<file path="config.mk">
export PLATFORM = sky130hd
export DESIGN_NAME = sensor_input_conditioner
export DESIGN_NICKNAME = d
export VERILOG_FILES = /design/src/rtl/sensor_input_conditioner_pkg.sv /design/src/rtl/sensor_input_conditioner_debounce_cell.sv /design/src/rtl/sensor_input_conditioner.sv
export SDC_FILE = /design/constraint.sdc
export NUM_CORES = 1
export LEC_CHECK = 0
export CELL_PAD_IN_SITES_DETAIL_PLACEMENT = 1
export CELL_PAD_IN_SITES_GLOBAL_PLACEMENT = 2
export CORE_UTILIZATION = 38
export DETAILED_ROUTE_END_ITERATION = 8
export GPL_TIMING_DRIVEN = 0
export PLACE_DENSITY = 0.76
export SKIP_CTS_REPAIR_TIMING = 1
export SLEW_MARGIN = 40
export SYNTH_ARGS = -nofsm -noshare
export SYNTH_HDL_FRONTEND = slang
export SYNTH_SLANG_ARGS = --single-unit
</file>
<file path="constraint.sdc">
create_clock -name clock -period 2 [get_ports clock]
set_clock_uncertainty 0.2 [all_clocks]
set_input_delay 0.5 -clock clock [delete_from_list [all_inputs] [get_ports clock]]
set_output_delay 0.5 -clock clock [all_outputs]
set_load 0.02 [all_outputs]
</file>
<file path="src/rtl/sensor_input_conditioner_pkg.sv">
// Shared constants for the sensor input conditioner: sensor bit positions,
// water level codes and the snapshot handshake states.
package sensor_input_conditioner_pkg;

    localparam int SENSOR_W = 6;

    // Bit positions inside raw_sensors / sensor_word.
    localparam int LOW_W   = 0;
    localparam int MID_W   = 1;
    localparam int HIGH_W  = 2;
    localparam int EARTH_H = 3;
    localparam int AIR_H   = 4;
    localparam int LOW_T   = 5;

    localparam logic [1:0] WATER_NONE = 2'b00;
    localparam logic [1:0] WATER_LOW  = 2'b01;
    localparam logic [1:0] WATER_MID  = 2'b10;
    localparam logic [1:0] WATER_HIGH = 2'b11;

    typedef enum logic {
        HS_IDLE    = 1'b0,
        HS_PRESENT = 1'b1
    } hs_state_e;

endpackage

</file>
<file path="src/rtl/sensor_input_conditioner_debounce_cell.sv">
// One input bit: two-flop synchroniser followed by a tick-counted debouncer.
// A new level is accepted only after DEBOUNCE_TICKS consecutive differing ticks.
module debounce_cell #(
    parameter int DEBOUNCE_TICKS = 4
) (
    input  logic clock,
    input  logic reset_n,
    input  logic sample_tick,
    input  logic raw,
    output logic clean
);

    localparam logic [3:0] LAST_COUNT = 4'(DEBOUNCE_TICKS - 1);

    logic       sync1_q;
    logic       sync2_q;
    logic       stable_q;
    logic       stable_d;
    logic [3:0] cnt_q;
    logic [3:0] cnt_d;

    always_comb begin
        cnt_d    = cnt_q;
        stable_d = stable_q;
        if (sample_tick) begin
            if (sync2_q == stable_q) begin
                cnt_d = '0;
            end else if (cnt_q == LAST_COUNT) begin
                stable_d = sync2_q;
                cnt_d    = '0;
            end else begin
                cnt_d = cnt_q + 4'd1;
            end
        end
    end

    always_ff @(posedge clock or negedge reset_n) begin
        if (!reset_n) begin
            sync1_q  <= 1'b0;
            sync2_q  <= 1'b0;
            stable_q <= 1'b0;
            cnt_q    <= '0;
        end else begin
            sync1_q  <= raw;
            sync2_q  <= sync1_q;
            stable_q <= stable_d;
            cnt_q    <= cnt_d;
        end
    end

    assign clean = stable_q;

endmodule

</file>
<file path="src/rtl/sensor_input_conditioner.sv">
// Conditions raw board inputs: debounce, water level encoding with a
// persistence-filtered conflict flag, pulse strobe and a valid/ack snapshot.
module sensor_input_conditioner
    import sensor_input_conditioner_pkg::*;
#(
    parameter int DEBOUNCE_TICKS = 4,
    parameter int CONFLICT_TICKS = 3
) (
    input  logic                clock,
    input  logic                reset_n,
    input  logic                sample_tick,
    input  logic [SENSOR_W-1:0] raw_sensors,
    input  logic                raw_selector,
    input  logic                raw_pulse,
    output logic [SENSOR_W-1:0] sensor_word,
    output logic                selector_clean,
    output logic                pulse_strobe,
    output logic [1:0]          encoded_water,
    output logic                conflicting_values,
    output logic                sensor_valid,
    output logic [SENSOR_W-1:0] sensor_data,
    input  logic                sensor_ack
);

    localparam logic [3:0] CONFLICT_MAX = 4'(CONFLICT_TICKS);

    logic [SENSOR_W-1:0] clean_w;
    logic                selector_w;
    logic                pulse_w;

    for (genvar i = 0; i < SENSOR_W; i++) begin : g_sensor
        debounce_cell #(.DEBOUNCE_TICKS(DEBOUNCE_TICKS)) u_cell (
            .clock(clock), .reset_n(reset_n), .sample_tick(sample_tick),
            .raw(raw_sensors[i]), .clean(clean_w[i])
        );
    end

    debounce_cell #(.DEBOUNCE_TICKS(DEBOUNCE_TICKS)) u_selector (
        .clock(clock), .reset_n(reset_n), .sample_tick(sample_tick),
        .raw(raw_selector), .clean(selector_w)
    );

    debounce_cell #(.DEBOUNCE_TICKS(DEBOUNCE_TICKS)) u_pulse (
        .clock(clock), .reset_n(reset_n), .sample_tick(sample_tick),
        .raw(raw_pulse), .clean(pulse_w)
    );

    logic                inconsistent;
    logic [1:0]          water_code;
    logic [1:0]          water_q;
    logic [3:0]          conf_cnt_q;
    logic [3:0]          conf_cnt_d;
    logic                pulse_prev_q;
    logic                strobe_q;
    hs_state_e           state_q;
    hs_state_e           state_d;
    logic                valid_q;
    logic                valid_d;
    logic [SENSOR_W-1:0] data_q;
    logic [SENSOR_W-1:0] data_d;

    assign inconsistent = (clean_w[MID_W]  & ~clean_w[LOW_W]) |
                          (clean_w[HIGH_W] & ~clean_w[MID_W]);

    // Only meaningful while consistent; higher levels imply the lower ones.
    always_comb begin
        water_code = WATER_NONE;
        if (clean_w[HIGH_W])      water_code = WATER_HIGH;
        else if (clean_w[MID_W])  water_code = WATER_MID;
        else if (clean_w[LOW_W])  water_code = WATER_LOW;
    end

    always_comb begin
        conf_cnt_d = conf_cnt_q;
        if (!inconsistent) begin
            conf_cnt_d = '0;
        end else if (sample_tick && (conf_cnt_q < CONFLICT_MAX)) begin
            conf_cnt_d = conf_cnt_q + 4'd1;
        end
    end

    always_comb begin
        state_d = state_q;
        valid_d = valid_q;
        data_d  = data_q;
        unique case (state_q)
            HS_IDLE: begin
                if (clean_w != data_q) begin
                    data_d  = clean_w;
                    valid_d = 1'b1;
                    state_d = HS_PRESENT;
                end
            end
            HS_PRESENT: begin
                if (sensor_ack) begin
                    valid_d = 1'b0;
                    state_d = HS_IDLE;
                end
            end
            default: begin
                state_d = HS_IDLE;
                valid_d = 1'b0;
            end
        endcase
    end

    always_ff @(posedge clock or negedge reset_n) begin
        if (!reset_n) begin
            water_q      <= WATER_NONE;
            conf_cnt_q   <= '0;
            pulse_prev_q <= 1'b0;
            strobe_q     <= 1'b0;
            state_q      <= HS_IDLE;
            valid_q      <= 1'b0;
            data_q       <= '0;
        end else begin
            if (!inconsistent) water_q <= water_code;
            conf_cnt_q   <= conf_cnt_d;
            pulse_prev_q <= pulse_w;
            strobe_q     <= pulse_w & ~pulse_prev_q;
            state_q      <= state_d;
            valid_q      <= valid_d;
            data_q       <= data_d;
        end
    end

    assign sensor_word        = clean_w;
    assign selector_clean     = selector_w;
    assign pulse_strobe       = strobe_q;
    assign encoded_water      = water_q;
    assign conflicting_values = (conf_cnt_q == CONFLICT_MAX);
    assign sensor_valid       = valid_q;
    assign sensor_data        = data_q;

endmodule

</file>
==> impl_metrics.json, run 1 <==
{
  "wl_per_cell_um": 15.8,
  "drv_slew": 0,
  "overflow": 0,
  "groute.layer.met1.usage_pct": 23.3,
  "crit_type": "flip-flop to output pin",
  "port_buffers": 29,
  "synth_seq_cells": 72,
  "vias": 2209,
  "ioPinCount": 30,
  "mostFrequentLayoutCells": "69 x dfrtp_1, 17 x nand2_1, 17 x nor2_1, 17 x dlymetal6s2s_1, 14 x mux2_2",
  "syn_nets": 294,
  "start_util_pct": 39.2,
  "rsz0062_at_grt": "no",
  "worst_slew_pin_slew_ns": 0.479,
  "arrival_ns": 1.24,
  "drt_iter0_drc": 86,
  "fillers": 876,
  "grt_max_degree": 57,
  "diodes": 0,
  "end_kind": "output pin",
  "htree_levels": 3,
  "grt.met2_usage_pct": 28.0,
  "antenna_found_initial": 0,
  "track_usage_pct": 17.6,
  "path_cells": "ha_4 > nor3b_2 > buf_4",
  "hpwl_mm": 4.60,
  "hold_path.class": "flip-flop to flip-flop",
  "outcome": "finished, final reports clean",
  "fmax_mhz": 516,
  "synthTopCellsByArea": "dfrtp_1 56%, mux2_2 4.9%, o2bb2ai_1 3.5%, ha_1 3.5%, xor2_1 3.3%",
  "root_buffer": "clkbuf_8",
  "layout_commonest_cell": "dfrtp_1",
  "synthesis.area_sq_mm": 0.00322,
  "path_clk_slew_ns": 0.08,
  "cts_tree": "done",
  "ys_warn_count": 0,
  "use_met3_pct": 3.24,
  "powerDensity_mw_per_mm2": 1370,
  "area_growth_syn_to_layout_pct": 24.5,
  "cpPeakStageDelay_ns": 0.42,
  "dieArea_sq_mm": 0.00885,
  "power_mw": 5.50,
  "clk_latency_ns": 0.34,
  "synth_top_area_cell": "dfrtp_1",
  "die_height_um": 94.1,
  "core_sq_mm": 0.00822,
  "numCtsBuffers": 9,
  "timing.slew.headroom_pct": 67.8,
  "cellLeakagePower_nw": 1.99,
  "seq_area_frac_synth_pct": 55.9,
  "syn_avg_cell_area_sq_um": 11.8,
  "firstDrtPassIters": 3,
  "dp_cells": 408,
  "fin_tns_setup_ns": 0,
  "cap_violations": 0,
  "drt-total-wl_mm": 6.75,
  "grt_pass1_wl_mm": 11.9,
  "cts_buffer_depth": 2,
  "ant_nets": 0,
  "cp_slowest_cell": "dfrtp_1",
  "rows": 33,
  "crit_fanout": 2,
  "clock_sinks": 72,
  "fin_nets": 338,
  "grt.busiest_layer": "met2",
  "final_area_sq_mm": 0.00401,
  "final_util_pct": 48.8,
  "cp.required_ns": 1.30,
  "vias_per_cell": 5.17,
  "min_period_ns": 1.94,
  "ys_types": 35,
  "drc_errors": 0,
  "drive_above_1_share_pct": 18.6,
  "die_w_um": 94.1,
  "setup_viol": 0,
  "period_share_pct": 96.8,
  "crit_path_start_kind": "flip-flop",
  "dpl_cell_area_sq_mm": 0.00367,
  "fin_cells": 427,
  "grt_pass1_vias": 2392,
  "ir_drop_uv": 618,
  "multiInputGateArea_sq_mm": 0.00131,
  "seq_area_sq_mm": 0.00181,
  "finalHoldViolations": 0,
  "synthCells": 273,
  "routabilityCongestion": 0.713,
  "synth_top_cell_area_share_pct": 55.9
}
## worst paths after layout
path | end | slack [ns] | depth (start not counted) | startpoint
min | g_sensor[0].u_cell.sync2_q | 0.15 | 0 | g_sensor[0].u_cell.sync1_q
max in group asynchronous | g_sensor[4].u_cell.clean | 0.72 | 3 | reset_n
min reg2reg | g_sensor[0].u_cell.sync2_q | 0.15 | 0 | g_sensor[0].u_cell.sync1_q
min in group asynchronous | g_sensor[1].u_cell.cnt_q[2] | 0.35 | 2 | reset_n
max reg2reg | u_selector.clean | 0.37 | 4 | u_selector.cnt_q[0]
max | conflicting_values | 0.06 | 3 | conf_cnt_q[0]
## worst max-delay path: cells and delay by family (launching register included)
family                   cells  cell delay (ns)
adder cells (fa/ha/maj)      1             0.18
buffers and inverters        1             0.15
flip-flops                   1             0.42
AND/OR/NAND/NOR              1             0.14
## routing by layer
metal	up-vias	share of wire, %	routed length (um)
met5	-	0	0
met4	0	1.5	103
met2	30	48	3210
met1	1128	48	3260
li1	1042	-	-
met3	9	2.6	177
## power by group
| group | internal (mW) | total, mW | leakage (nW) | switching, mW |
|---|---|---|---|---|
| Clock | 0.895 | 1.45 | 0.126 | 0.557 |
| Combinational | 0.950 | 1.91 | 0.946 | 0.957 |
| Sequential | 1.82 | 2.14 | 0.919 | 0.326 |
## synth_stat cells (all sizes together)
cell type and n:
a221oi 1, and3 4, a21oi 9, mux2i 1
mux2 14, a21o 2, nor4 3, nor2b 7
or2 1, o22ai 3, inv 9, a22o 8
and2 1, xnor2 8, buf 15, o31ai 1
ha 9, a32o 3, dfrtp 72, nand2b 7
nand3 5, nor3 2, o2bb2ai 13, nand3b 5
o211ai 1, nand2 17, xor2 12, a31oi 3
nor4b 1, nor2 17, o21ai 10, nor3b 9
## final cells by class
cell class                      instances  area share (%)
Tap cell                              105            3.27
Clock inverter                          5            2.56
Buffer                                 15            2.43
Timing Repair Buffer                   33            9.57
Clock buffer                           11            3.77
Inverter                                9           0.842
Multi-Input combinational cell        177            32.6
Sequential cell                        72            45.0
## state kept, by name, summed over array words and instances (netlist names), 2 cells and up
name	flops
encoded_water	2
g_sensor.u_cell.clean	6
u_pulse.cnt_q	4
g_sensor.u_cell.sync2_q	6
sensor_data	6
g_sensor.u_cell.cnt_q	24
conf_cnt_q	4
u_selector.cnt_q	4
g_sensor.u_cell.sync1_q	6
## metrics by stage
stage               setup slack, ns  hold WS (ns)
floorplan                     0.207       0.00441
global placement              -2.38         0.131
detailed placement           -0.156         0.136
CTS                          -0.470        -0.238
global route                0.00702         0.161
finish                       0.0636         0.151
## logic make-up after synthesis
family	Yosys count	share of synthesized area (%)
flops	72	55.9
xor+xnor	20	5.44
simple gates	79	13.7
buf+inv	24	4.08
fa+ha+maj	9	3.50
mux	15	5.20
compound gates	54	12.2
Note: power is estimated with default switching activity, not from simulation.
==> inputs of run 2 (changes only) <==
Settings changed: CORE_UTILIZATION 38 to 39, PLACE_DENSITY 0.76 to 0.77, SLEW_MARGIN 40 to 30, SYNTH_HIERARCHICAL from default to 1.
==> impl_metrics.json, run 2 <==
{
  "ant_nets": 0,
  "cpPeakStageDelay_ns": 0.42,
  "synth_commonest_cells": "72 x dfrtp_1, 17 x nand2_1, 14 x mux2_2, 14 x xor2_1, 11 x nor2b_1",
  "holdCritStartpoint": "g_sensor[3].u_cell/sync1_q",
  "outcome": "finished, final reports clean",
  "drt_iter0_drc": 37,
  "track_usage_pct": 15.8,
  "cts_tree": "done",
  "hold_path.class": "flip-flop to flip-flop",
  "start_util_pct": 41.0,
  "routabilityCongestion": 0.741,
  "path_clk_slew_ns": 0.08,
  "crit_path_start_kind": "flip-flop",
  "dieArea_sq_mm": 0.00862,
  "end_kind": "output pin",
  "cts_buffer_depth": 2,
  "period_share_pct": 97.1,
  "die_w_um": 92.8,
  "critPathTopFamily": "flip-flops",
  "root_buffer": "clkbuf_8",
  "firstDrtPassIters": 4,
  "timing.slew.headroom_pct": 68.8,
  "cp.required_ns": 1.30,
  "ioPinCount": 30,
  "final_util_pct": 50.0,
  "syn_avg_cell_area_sq_um": 12.6,
  "fin_hold_ws_ns": 0.150,
  "port_buffers": 29,
  "rows": 32,
  "drive_above_1_share_pct": 16.4,
  "synthTopCellsByArea": "dfrtp_1 56%, mux2_2 4.9%, xor2_1 3.8%, ha_1 3.5%, nor3b_2 3.1%",
  "crit_fanout": 2,
  "ys.flop_type": "dfrtp_1",
  "drv_slew": 0,
  "min_period_ns": 1.94,
  "fmax_mhz": 515,
  "worst_slew_pin_slew_ns": 0.467,
  "synthesis.area_sq_mm": 0.00322,
  "crit_type": "flip-flop to output pin",
  "fillers": 846,
  "arrival_ns": 1.24,
  "area_growth_syn_to_layout_pct": 22.1,
  "vias_per_cell": 5.33,
  "grt_pass1_wl_mm": 10.5,
  "rsz0062_at_grt": "no",
  "clk_latency_ns": 0.34,
  "pre_cts_ws_ns": -0.156,
  "cellLeakagePower_nw": 2.00,
  "grt_max_degree": 39,
  "hpwl_mm": 4.23,
  "power_mw": 5.35,
  "regMostFlops": "g_sensor.u_cell/cnt_q",
  "synthCells": 256,
  "core_sq_mm": 0.00785,
  "ys_warn_count": 6,
  "ys_async_sr_fraction_pct": 100,
  "drc_errors": 0,
  "syn_nets": 277,
  "powerDensity_mw_per_mm2": 1360,
  "cp_slowest_cell": "dfrtp_1",
  "ys_types": 30,
  "setup_viol": 0,
  "antenna_found_initial": 0,
  "synth_top_area_cell": "dfrtp_1",
  "mostFrequentLayoutCells": "69 x dfrtp_1, 17 x nand2_1, 17 x dlymetal6s2s_1",
  "ir_drop_uv": 541,
  "synth_edf_count": 0,
  "htree_levels": 3,
  "drt-total-wl_mm": 6.04,
  "path_cells": "ha_4 > nor3b_2 > buf_4",
  "wl_per_cell_um": 14.9,
  "synth_seq_cells": 72,
  "yosysMostFrequentCell": "dfrtp_1",
  "die_height_um": 92.8,
  "worstSetupStartpoint": "conf_cnt_q[1]",
  "seq_area_frac_synth_pct": 56.0,
  "numCtsBuffers": 9,
  "synth_top_cell_area_share_pct": 56.0,
  "worst_slack_ns": 0.0586,
  "grt_pass1_vias": 2256,
  "overflow": 0,
  "largest_reg_flops": 24,
  "fin_nets": 320,
  "diodes": 0,
  "cap_violations": 0,
  "layout_commonest_cell": "dfrtp_1",
  "worstReg2RegStart": "u_selector/cnt_q[0]",
  "clock_sinks": 72,
  "crit_buf_inv": 1,
  "finalHoldViolations": 0,
  "vias": 2163
}
==> run 2: changes by cell type in the layout (fill, tap and decap cells not counted), sizes merged, moves of 5 or more <==
| cell | previous run | this run |
|---|---|---|
| nor2 | 17 | 5 |
| nand3b | 5 | 0 |
| a32o | 3 | 8 |
| a31oi | 3 | 8 |
| a22o | 8 | 0 |
| and3b | 0 | 8 |
| nand2b | 7 | 1 |
| nor4 | 3 | 9 |
| buf | 20 | 6 |
| o41ai | 0 | 8 |
| a21o | 2 | 8 |
| a21oi | 9 | 4 |
| o2bb2ai | 13 | 8 |
==> run 2: kinds of logic (layout without fill, tap and decap cells) <==
group                    count (synthesis)  in the layout  share of synthesized area [%]
flip-flops                              72             72                           56.0
XOR/XNOR                                23             23                           6.26
AND/OR/NAND/NOR                         73             73                           15.1
adder cells (fa/ha/maj)                  9              9                           3.50
multiplexers                            15             15                           5.21
AO/OA/AOI/OAI                           54             54                           12.8
buffers and inverters                   10             58                           1.21
==> run 2: cell type report <==
cell class                      count  area [sq um]  area share, %
Sequential cell                    72          1810           46.0
Multi-Input combinational cell    174          1390           35.5
Timing Repair Buffer               32           380           9.69
Clock buffer                       12           135           3.44
Tap cell                          102           128           3.25
Clock inverter                      4          45.0           1.15
Inverter                            9          33.8          0.860
Buffer                              1          5.00          0.127
==> run 2: routing by layer <==
metal | track usage, % | part of all wire [%] | vias to the layer above
met1 | 20.5 | 48 | 1098
li1 | - | - | 1031
met5 | 0 | 0 | -
met4 | 8.46 | 2.2 | 0
met3 | 3.45 | 2.4 | 11
met2 | 24.5 | 47 | 23
==> run 2: path summary, 6_finish.rpt <==
check	endpoint	slack [ns]	depth (start not counted)
worst max register to register	u_selector/clean	0.45	4
worst min-delay path	g_sensor[3].u_cell/sync2_q	0.15	0
min in group asynchronous	g_sensor[2].u_cell/cnt_q[3]	0.45	2
max in group asynchronous	u_pulse/cnt_q[3]	0.59	3
worst min register to register	g_sensor[3].u_cell/sync2_q	0.15	0
worst max-delay path	conflicting_values	0.06	3
==> run 2: worst register-to-register path, stage by stage (launching register included) <==
cell and delay [ns]:
dfrtp_1 0.41, ha_1 0.23, nor3b_2 0.17, nand2_1 0.08, mux2_2 0.34
==> run 2: metrics by stage <==
stage	instance area [sq um]	TNS (ns)	instances
after detailed placement	3670	-0.184	389
final	3930	0	406
after CTS	3850	-2.82	405
after floorplan	3220	0	256
after global placement	3630	-218.97	387
after global routing	3930	0	406
==> run 2: report_power, final <==
part | total (mW) | switching, mW | internal [mW] | leakage (nW)
logic | 1.82 | 0.892 | 0.927 | 0.993
registers | 2.44 | 0.536 | 1.91 | 0.918
clock network | 1.09 | 0.519 | 0.572 | 0.0941
total | 5.35 | 1.95 | 3.41 | 2.00
==> inputs of run 3 (changes only) <==
Settings changed: REMOVE_ABC_BUFFERS from default to 1.
==> impl_metrics.json, run 3 (same netlist as run 2, synthesis figures left out) <==
{
  "fin_hold_ws_ns": 0.151,
  "drc_errors": 0,
  "dieArea_sq_mm": 0.00862,
  "cpPeakStageDelay_ns": 0.42,
  "drv_slew": 0,
  "clk_latency_ns": 0.34,
  "grt_max_degree": 46,
  "worst_slew_pin_slew_ns": 0.489,
  "path_clk_slew_ns": 0.08,
  "use_met3_pct": 5.17,
  "period_share_pct": 96.8,
  "port_buffers": 29,
  "setup_viol": 0,
  "cp_slowest_cell": "dfrtp_1",
  "min_period_ns": 1.94,
  "end_kind": "output pin",
  "vias_per_cell": 5.30,
  "cap_violations": 0,
  "vias": 2141,
  "core_sq_mm": 0.00785,
  "cts_buffer_depth": 2,
  "powerDensity_mw_per_mm2": 1390,
  "start_util_pct": 41.0,
  "antenna_found_initial": 0,
  "cts_tree": "done",
  "grt.met2_usage_pct": 25.2,
  "overflow": 0,
  "hold_path.class": "flip-flop to flip-flop",
  "die_height_um": 92.8,
  "seq_area_sq_mm": 0.00181,
  "regMostFlops": "g_sensor.u_cell/cnt_q",
  "crit_type": "flip-flop to output pin",
  "fillers": 841,
  "mostFrequentLayoutCells": "69 x dfrtp_1, 17 x nand2_1, 17 x dlymetal6s2s_1",
  "arrival_ns": 1.24,
  "power_mw": 5.51,
  "path_cells": "ha_4 > nor3b_2 > buf_4",
  "ioPinCount": 30,
  "cp.required_ns": 1.30,
  "routabilityCongestion": 0.751,
  "ant_nets": 0,
  "track_usage_pct": 15.8,
  "crit_path_start_kind": "flip-flop",
  "grt_pass1_wl_mm": 10.6,
  "diodes": 0,
  "crit_fanout": 2,
  "multiInputGateArea_sq_mm": 0.00139,
  "layout_commonest_cell": "dfrtp_1",
  "firstDrtPassIters": 4,
  "timing.slew.headroom_pct": 67.0,
  "hpwl_mm": 4.34,
  "ir_drop_uv": 517,
  "final_util_pct": 50.4,
  "largest_reg_flops": 24,
  "drt_iter0_drc": 39,
  "root_buffer": "clkbuf_8",
  "cellLeakagePower_nw": 2.01,
  "die_w_um": 92.8,
  "grt_pass1_vias": 2200,
  "htree_levels": 3,
  "area_growth_syn_to_layout_pct": 23.0,
  "outcome": "finished, final reports clean",
  "wl_per_cell_um": 15.5,
  "finalHoldViolations": 0,
  "drive_above_1_share_pct": 16.9,
  "pre_cts_ws_ns": -0.0788,
  "fin_tns_setup_ns": 0,
  "fmax_mhz": 517,
  "rows": 32,
  "worst_slack_ns": 0.0642,
  "clock_sinks": 72,
  "numCtsBuffers": 9,
  "fin_nets": 319,
  "groute.layer.met1.usage_pct": 20.6,
  "grt.busiest_layer": "met2",
  "drt-total-wl_mm": 6.27
}
[run 3: critical path: cells and delay by family, from the launching register on]
kind | cells | cell delay [ns]
flip-flops | 1 | 0.42
adder cells (fa/ha/maj) | 1 | 0.18
buffers and inverters | 1 | 0.16
AND/OR/NAND/NOR | 1 | 0.14
[run 3: final cells by class]
| class | count | area share [%] |
|---|---|---|
| clock buffer | 9 | 3.13 |
| clock inverter | 6 | 2.15 |
| inverter | 9 | 0.854 |
| multi-input combinational | 174 | 35.2 |
| sequential | 72 | 45.6 |
| tap | 102 | 3.22 |
| timing repair buffer | 32 | 9.80 |
[run 3: per-stage QoR]
step / cell area (sq um) / cells
2_1_floorplan: 3210 / 255
3_3_place_gp: 3630 / 386
3_5_place_dp: 3680 / 388
4_1_cts: 3890 / 403
5_1_grt: 3960 / 404
6_report: 3960 / 404
[run 3: routing by layer]
metal / wire length (um) / up-vias
met5: 0 / -
met4: 38 / 0
met3: 203 / 2
met2: 2990 / 28
met1: 3030 / 1080
li1: - / 1031
[run 3: final timing paths]
path                            depth (start not counted)                   startpoint                         end  slack [ns]
worst max register to register                          4  g_sensor[1].u_cell/cnt_q[0]    g_sensor[1].u_cell/clean        0.45
worst max-delay path                                    3                conf_cnt_q[0]          conflicting_values        0.06
worst min-delay path                                    0   g_sensor[2].u_cell/sync1_q  g_sensor[2].u_cell/sync2_q        0.15
max in group asynchronous                               3                      reset_n            u_pulse/cnt_q[2]        0.62
worst min register to register                          0   g_sensor[2].u_cell/sync1_q  g_sensor[2].u_cell/sync2_q        0.15
min in group asynchronous                               2                      reset_n            encoded_water[0]        0.43
[run 3: where the power goes]
part	internal (mW)	total, mW	leakage (nW)	switching, mW
Combinational	0.923	1.81	0.992	0.890
Clock	0.691	1.24	0.101	0.546
Sequential	1.91	2.46	0.918	0.552
Total	3.52	5.51	2.01	1.99
